--- config.mk ---
export PLATFORM = sky130hd
export DESIGN_NAME = bist_fault_collector
export DESIGN_NICKNAME = d
export VERILOG_FILES = /design/src/rtl/bist_fault_collector.sv
export SDC_FILE = /design/constraint.sdc
export NUM_CORES = 1
export LEC_CHECK = 0
export CORE_ASPECT_RATIO = 1.2
export CORE_UTILIZATION = 50
export CTS_CLUSTER_SIZE = 20
export DETAILED_ROUTE_END_ITERATION = 6
export PLACE_DENSITY = 0.82
export SYNTH_ARGS = -nofsm -noshare
export SYNTH_HDL_FRONTEND = slang
export SYNTH_SLANG_ARGS = --single-unit
export TNS_END_PERCENT = 1
--- constraint.sdc ---
create_clock -name clk_i -period 6.4 [get_ports clk_i]
set_input_delay 0.96 -clock clk_i [delete_from_list [all_inputs] [get_ports clk_i]]
set_output_delay 0.96 -clock clk_i [all_outputs]
set_load 0.02 [all_outputs]
--- src/rtl/bist_fault_collector.sv ---
// bist_fault_collector
//   Collects fault events from the runtime ALU BIST controller. Each rising
//   edge of the BIST error level (while enabled) bumps a saturating fault
//   counter, logs an {alu_result, timestamp} snapshot into a small FIFO and
//   drives a three-state IDLE/ALERT/ESCALATED alert machine. Software
//   inspects and clears everything through a zero-wait-state APB slave.
//
//   Optional feature: define BIST_FAULT_TIMESTAMP_EN to add a free-running
//   16-bit cycle counter captured with each log entry. Without it the
//   counter does not exist and LOG_TS reads 0.
//
// Ports
//   clk_i, rst_i          clock, synchronous active-high reset
//   bist_error_irq_i      level error from the BIST controller
//   alu_result_i          snapshot data captured on each event
//   paddr_i .. pwdata_i   APB slave request
//   prdata_o, pready_o    APB read data / ready (always ready)
//   fault_alert_o         FSM in ALERT or ESCALATED
//   safe_state_req_o      FSM in ESCALATED
//
// Register map (paddr_i[4:2])
//   0x00 STATUS   RO  [0] alert [1] escalated [2] empty [3] full [4] overflow [15:8] count
//   0x04 CTRL     RW  [0] enable [7:4] threshold (0 written reads back as 1)
//   0x08 LOG_DATA RO  head snapshot, read pops
//   0x0C LOG_TS   RO  [15:0] head timestamp
//   0x10 CLEAR    WO  [0] clear count/overflow, leave ALERT; [1] leave ESCALATED
module bist_fault_collector #(
   parameter int FIFO_DEPTH    = 4,
   parameter int ESC_THRESHOLD = 3
) (
   input  logic        clk_i,
   input  logic        rst_i,
   input  logic        bist_error_irq_i,
   input  logic [31:0] alu_result_i,
   input  logic [31:0] paddr_i,
   input  logic        psel_i,
   input  logic        penable_i,
   input  logic        pwrite_i,
   input  logic [31:0] pwdata_i,
   output logic [31:0] prdata_o,
   output logic        pready_o,
   output logic        fault_alert_o,
   output logic        safe_state_req_o
);

   localparam int AW = (FIFO_DEPTH > 1) ? $clog2(FIFO_DEPTH) : 1;

   typedef enum logic [1:0] {S_IDLE, S_ALERT, S_ESC} state_t;

   typedef struct packed {
      logic [31:0] data;
      logic [15:0] ts;
   } entry_t;

   state_t      state_q, state_d;
   logic [7:0]  cnt_q, cnt_d;
   logic        ovf_q, ovf_d;
   logic        en_q, en_d;
   logic [3:0]  thr_q, thr_d;
   logic        irq_q, irq_d;
   logic [AW:0] wptr_q, wptr_d;
   logic [AW:0] rptr_q, rptr_d;
   entry_t      mem_q [FIFO_DEPTH];
   entry_t      mem_d [FIFO_DEPTH];
   logic [15:0] ts_cur;

`ifdef BIST_FAULT_TIMESTAMP_EN
   logic [15:0] ts_q, ts_d;
   assign ts_d   = ts_q + 16'd1;   // wraps 0xFFFF -> 0 naturally
   assign ts_cur = ts_q;
`else
   assign ts_cur = 16'd0;
`endif

   logic        access, rd, wr, empty, full, fault_evt, pop, push;
   logic [2:0]  reg_sel;
   logic [1:0]  clr;
   entry_t      head;
   logic [31:0] status;
   logic        unused_apb;

   assign access  = psel_i & penable_i;
   assign rd      = access & ~pwrite_i;
   assign wr      = access & pwrite_i;
   assign reg_sel = paddr_i[4:2];

   // Extra pointer bit: equal pointers mean empty, equal index with
   // differing wrap bit means full.
   assign empty = (wptr_q == rptr_q);
   assign full  = (wptr_q[AW] != rptr_q[AW]) && (wptr_q[AW-1:0] == rptr_q[AW-1:0]);

   assign fault_evt = bist_error_irq_i & ~irq_q & en_q;
   assign pop       = rd & (reg_sel == 3'd2) & ~empty;
   // A pop in the same cycle frees the slot the push needs.
   assign push      = fault_evt & (~full | pop);
   assign clr       = (wr && reg_sel == 3'd4) ? pwdata_i[1:0] : 2'b00;
   assign irq_d     = bist_error_irq_i;
   assign head      = mem_q[rptr_q[AW-1:0]];

   assign unused_apb = ^{paddr_i[31:5], paddr_i[1:0], pwdata_i[31:8], pwdata_i[3:2]};

   always_comb begin
      cnt_d   = cnt_q;
      ovf_d   = ovf_q;
      state_d = state_q;
      en_d    = en_q;
      thr_d   = thr_q;
      wptr_d  = wptr_q;
      rptr_d  = rptr_q;
      mem_d   = mem_q;

      // Clears are applied first so a coincident event wins.
      if (clr[0] | clr[1]) cnt_d = 8'd0;
      if (clr[0]) ovf_d = 1'b0;
      if (clr[0] && state_q == S_ALERT) state_d = S_IDLE;
      if (clr[1] && state_q == S_ESC)   state_d = S_IDLE;

      if (fault_evt) begin
         if (cnt_d != 8'hFF) cnt_d = cnt_d + 8'd1;
         if (cnt_d >= {4'd0, thr_q})   state_d = S_ESC;
         else if (state_d == S_IDLE)   state_d = S_ALERT;
         if (full && !pop) ovf_d = 1'b1;
      end

      if (push) begin
         mem_d[wptr_q[AW-1:0]] = '{data: alu_result_i, ts: ts_cur};
         wptr_d = wptr_q + {{AW{1'b0}}, 1'b1};
      end
      if (pop) rptr_d = rptr_q + {{AW{1'b0}}, 1'b1};

      if (wr && reg_sel == 3'd1) begin
         en_d  = pwdata_i[0];
         thr_d = (pwdata_i[7:4] == 4'd0) ? 4'd1 : pwdata_i[7:4];
      end
   end

   always_ff @(posedge clk_i) begin
      if (rst_i) begin
         state_q <= S_IDLE;
         cnt_q   <= 8'd0;
         ovf_q   <= 1'b0;
         en_q    <= 1'b1;
         thr_q   <= 4'(ESC_THRESHOLD);
         irq_q   <= 1'b0;
         wptr_q  <= '0;
         rptr_q  <= '0;
`ifdef BIST_FAULT_TIMESTAMP_EN
         ts_q    <= 16'd0;
`endif
      end else begin
         state_q <= state_d;
         cnt_q   <= cnt_d;
         ovf_q   <= ovf_d;
         en_q    <= en_d;
         thr_q   <= thr_d;
         irq_q   <= irq_d;
         wptr_q  <= wptr_d;
         rptr_q  <= rptr_d;
`ifdef BIST_FAULT_TIMESTAMP_EN
         ts_q    <= ts_d;
`endif
      end
   end

   // Storage needs no reset; the pointers define what is valid.
   always_ff @(posedge clk_i) begin
      mem_q <= mem_d;
   end

   assign fault_alert_o    = (state_q == S_ALERT) || (state_q == S_ESC);
   assign safe_state_req_o = (state_q == S_ESC);
   assign pready_o         = 1'b1;

   assign status = {16'd0, cnt_q, 3'd0, ovf_q, full, empty, safe_state_req_o, fault_alert_o};

   always_comb begin
      prdata_o = 32'd0;
      if (access) begin
         case (reg_sel)
            3'd0:    prdata_o = status;
            3'd1:    prdata_o = {24'd0, thr_q, 3'd0, en_q};
            3'd2:    prdata_o = empty ? 32'd0 : head.data;
            3'd3:    prdata_o = empty ? 32'd0 : {16'd0, head.ts};
            default: prdata_o = 32'd0;
         endcase
      end
   end

endmodule

* Yosys cells after proc, flatten, opt, wreduce, memory -nomap -nowiden *
Cells that the tools add are included.

word-level totals
  flip-flop bits (word level) = 215
  output and inout bits = 35
  input bits = 102
  word-level logic and storage cells = 85

cells by class
  $lt $le $gt $ge = 4
  add/sub/neg operators = 3
  bitwise gates (word level) = 16
  reduce and logical (&&, ||, !) cells = 12
  equality and inequality tests = 10
  mux-type cells = 24

operators with widths
  operator                                        number
  bitwise mux 192 bit                             1
  two-way mux 48 bit                              3
  one-hot mux 32 bit (4 select lines)             1
  binary-select mux 48 bit (select 2 bit)         1
  demux 48 bit (select 2 bit)                     1
  two-way mux 32 bit                              2
  two-way mux 8 bit                               4
  two-way mux 16 bit                              1
  two-way mux 2 bit                               6
  adder 8 x 1 -> 8 bit (second input constant)    1
  AND 1 bit                                       8
  >= comparator 8 x 4 -> 1 bit                    1
  inequality test 8 bit (second input constant)   1
  logical AND 1 bit                               7
  adder 3 x 1 -> 3 bit (second input constant)    2
  == test 3 x 2 -> 1 bit (second input constant)  2
  >= comparator 3 bit (second input constant)     2
  inverter 2 -> 3 bit                             2
  zero test 4 bit                                 1
  two-way mux 4 bit                               1
  inverter 1 bit                                  4
  == test 3 x 1 -> 1 bit (second input constant)  1
  == test 3 bit                                   1
  == test 3 bit (second input constant)           1
  11 further kinds                                14

* Longest topological paths before layout *
  depth in word-level cells = 12
  depth in mapped cells = 17
  mapped depth without buffers = 17

* Worst setup path before layout *
OpenSTA, ideal clock, no wires.

  kind = input to register
  from = input paddr_i[3]
  to = register state_q[0]
  stages = 15
  slack = 2992 ps
  required time = 6321 ps
  arrival = 3329 ps
  buffers on the path = 0
  setup time = 79 ps
  cells stage by stage = nand4bb_1 -> nor2_1 -> o21ai_1 -> nand2_1 -> inv_1 -> ha_1 -> and4_1 -> o211ai_2 -> mux2_2 -> ha_1 -> nor3_1 -> nand2_1 -> o21ai_0 -> o21ai_1 -> a211oi_2

between the ends
  cells in the longest elaborated chain, start to end = 11
  elaborated cells on any way between the ends = 18
  those cells by class = add/sub (1); order compare (1); eq/ne (2); mux (9); bitwise (1); reduce/logical (4)

RTL lines
  element                                                               RTL line  RTL
  start: declaration                                                    35        input logic [31:0] paddr_i,
  == test 3 bit (*)                                                     96        assign clr = (wr && reg_sel == 3'd4) ? pwdata_i[1:0] : 2'b00;
  logical AND 1 bit (*)                                                 96
  two-way mux 2 bit (*)                                                 96
  bitwise OR 1 bit                                                      113       if (clr[0] | clr[1]) cnt_d = 8'd0;
  two-way mux 8 bit                                                     113
  adder 8 x 1 -> 8 bit / inequality test 8 bit (equally long branches)  119       if (cnt_d != 8'hFF) cnt_d = cnt_d + 8'd1;
  two-way mux 8 bit                                                     119
  two-way mux 8 bit                                                     118       if (fault_evt) begin
  >= comparator 8 x 4 -> 1 bit                                          120       if (cnt_d >= {4'd0, thr_q}) state_d = S_ESC;
  two-way mux 2 bit                                                     120
  two-way mux 2 bit (*)                                                 118
  end signal: assignment                                                151       state_q <= state_d;
  end: declaration                                                      55        state_t state_q, state_d;

Mark *: on every way between the ends. The rest lies on a longest branch, timed or not. The select of a mux whose other input is x is not followed.
A chain may end at the register's enable or synchronous reset.

* Worst setup path in the final report *
  from = input paddr_i[3]
  to = output prdata_o[4]

between the ends
  cells in the longest elaborated chain, start to end = 3
  elaborated cells on any way between the ends = 6
  those cells by class = eq/ne (3); mux (2); reduce/logical (1)

RTL lines
  element                                               RTL line  RTL
  == test 3 x 2 -> 1 bit, or another cell as far along  179       case (reg_sel)
  one-hot mux 32 bit (4 select lines) (*)               179
  two-way mux 32 bit (*)                                178       if (access) begin
  end: declaration                                      40        output logic [31:0] prdata_o,

Mark *: on every way between the ends. The rest lies on a longest branch, timed or not.

==> results.cfg <==
[sta]
max_slew_margin_pct = 15.8
period_needed_ns = 4.86
rsz0062_at_grt = false
hold_viol_final = 0
fin_tns_setup_ns = 0
worst_pin_slew_ns = 1.26
drv_slew = 0
setup-violations-final = 0
clock.fmax_mhz = 206
final.period_utilization_pct = 75.9
clock_skew_ns = 0.00748

[min_path]
hold_depth = 2
worstHoldEndpoint = ovf_q
hold_start = ovf_q
hp-class = flip-flop to flip-flop

[critical_path]
crit_chain = clkdlybuf4s50_1 > or3b_1 > a21oi_1 > a222oi_1 > nor2_1 > clkdlybuf4s50_1
crit_buf_inv = 2
rr_endpoint = mem_q[121]
cpPeakStageDelay_ns = 0.98
slowest_stage = a21oi_1
reg2reg_depth = 5
r2r_slack_ns = 3.45
setup.worst_path.class = primary input to output pin
cp-start-kind = primary input
crit_top_cell = clkdlybuf4s50_1
crit_required_ns = 5.44
critical_path.max_fanout = 16
cp_top_family = compound AO/OA/AOI/OAI gates
r2r-start = rptr_q[1]
crit_path_end_kind = output pin
arrival_ns = 3.90

[clock_tree]
h-tree-depth = 4
cts.root.buffer_cell = clkbuf_16
cts_num_sinks = 151
ctsResizeCount = 0
clockBufferDepth = 2
postCtsHoldBufs = 0
tritoncts.num_buffers = 17
postCtsSetupBuffers = 0
clk_pin_slew_worst_paths_ns = 0.06
cts_tree = done
insertion_delay_ns = 0.42

[synth]
ys_types = 48
ys_ff_latch = 151
syn_inst = 402
synth_area_sq_um = 6380
synth.largest_area_cell = edfxtp_1
synthTopCellsByArea = edfxtp_1 (60%), mux4_2 (11%), dfxtp_1 (7.2%)
synth_edf_count = 128
synth_common_cells = edfxtp_1 (128), nor2_1 (40), mux4_2 (32), dfxtp_1 (23), nor2b_1 (19)
synth_flop_cell = edfxtp_1
yosysMostFrequentCell = edfxtp_1
synth.avg_cell_area_sq_um = 15.9
async_flop_share_pct = 0
yosysWarnings = 0
synth_top_area_share_pct = 60.2
syn-num-nets = 516
synth-seq-area-share_pct = 67.4

[route]
dr.pass1.iters = 6
vias = 3763
via_per_inst = 5.71
drc_errors = 0
drt_iter0_drc = 219
antenna_left = 0
wl_mm = 12.3
routedWlPerCell_microns = 18.6

[floorplanning]
start_util_pct = 52.0
row_count = 44
io_pins = 137
die_width_microns = 105
dieArea_sq_um = 13200
die_y_microns = 126
core_area_sq_um = 12300

[placed_design]
gp_congestion = 0.856
dpl.hpwl_mm = 7.82
port_buffers = 80
placed_cells = 628

[global_route]
overflow = 0
grt_max_degree = 36
grt_pass1_wl_mm = 19.3
grt.total_usage_pct = 20.0
antenna_found_initial = 0
grt_pass1_vias = 3833

[cells_and_area]
layout-drive-gt1-share_pct = 16.1
area_delta_synth_final_pct = 24.1
final_cells = 659
fin_nets = 600
antenna_cells = 0

[power]
ir_worst_vdd_mv = 0.221
powerDensity_nw_per_um2 = 282
leakagePower_nw = 2.54

[job]
drv_cap = 0

[outcome]
status = finished clean
[registers in the layout (all words and copies together), names as in the netlist]
| register | count |
|---|---|
| thr_q | 4 |
| ovf_q | 1 |
| cnt_q | 8 |
| wptr_q | 3 |
| rptr_q | 3 |
| irq_q | 1 |
| mem_q | 128 |
| state_q | 2 |
| en_q | 1 |
[power by group]
group / internal, mW / switching (mW)
registers: 1.11 / 0.0107
clock network: 0.605 / 0.373
logic: 0.0663 / 0.0735
total: 1.78 / 0.457
[cell usage in the layout (no fill, tap or decap), drive strengths merged, types with 3 or more instances in the layout]
master           n
nor2            40
dfxtp           23
and2             5
nor2b           19
xor2             5
buf              4
and3             3
nand2           16
a22oi           13
xnor2           10
ha              12
nand3            6
clkinv           6
o211ai           3
bufinv           3
nor3             9
o21ai            7
a21oi            8
clkbuf          17
mux4            32
inv             13
edfxtp         128
clkdlybuf4s50   80
clkinvlp         5
a32oi            3
[stage by stage]
stage | power (mW) | hold WS [ns] | instance area [sq um] | setup WS [ns] | util [%]
after detailed placement | 1.28 | 0.491 | 7340 | 1.55 | 59.8
after floorplan | 1.21 | 0.452 | 6380 | 2.99 | -
after global routing | 2.31 | 0.544 | 7920 | 1.41 | 64.5
after global placement | 1.27 | 0.470 | 7340 | 1.55 | 59.8
after CTS | 2.25 | 0.505 | 7920 | 1.55 | 64.5
final | 2.23 | 0.510 | 7920 | 1.54 | 64.5
[how the worst max path moves through the flow]
| stage | start | end | slack [ns] | cells after the start |
|---|---|---|---|---|
| after floorplan | paddr_i[3] | state_q[0] | 2.99 | 15 |
| after global placement | paddr_i[3] | prdata_o[4] | 1.55 | 6 |
| after detailed placement | paddr_i[3] | prdata_o[12] | 1.55 | 6 |
| after CTS | paddr_i[3] | prdata_o[12] | 1.55 | 6 |
| after global routing | paddr_i[3] | prdata_o[4] | 1.41 | 6 |
| final | paddr_i[3] | prdata_o[4] | 1.54 | 6 |
[cell type report]
cell class / count / area (sq um)
clock buffer: 17 / 425
timing repair buffer: 84 / 831
inverter: 13 / 48.8
fill: 892 / 4350
clock inverter: 14 / 160
sequential: 151 / 4310
tap: 161 / 201
multi-input combinational: 219 / 1950
[tightest hold or removal path: stages (launching register included)]
cell and delay (ns):
dfxtp_1 0.34, a32oi_1 0.06, nor2_1 0.08
[metal layers]
layer  vias to the layer above  part of all wire, %  GRT usage [%]
met4                         0                  2.0           9.11
met2                       146                   51           33.8
met5                         -                    0              0
met3                        24                  6.1           6.78
met1                      1869                   41           23.0
li1                       1724                    -              -
[cell families (layout without fill, tap and decap cells)]
kind of cell,count (synthesis),count (layout),synth area share [%]
compound gates,47,47,5.76
xor+xnor,15,15,2.06
fa+ha+maj,12,12,2.35
buf+inv,32,128,2.08
flops,151,151,67.4
mux,35,35,11.8
other cells,1,1,0.0588
simple gates,109,109,8.47
Power figures use the tool's default switching activity.
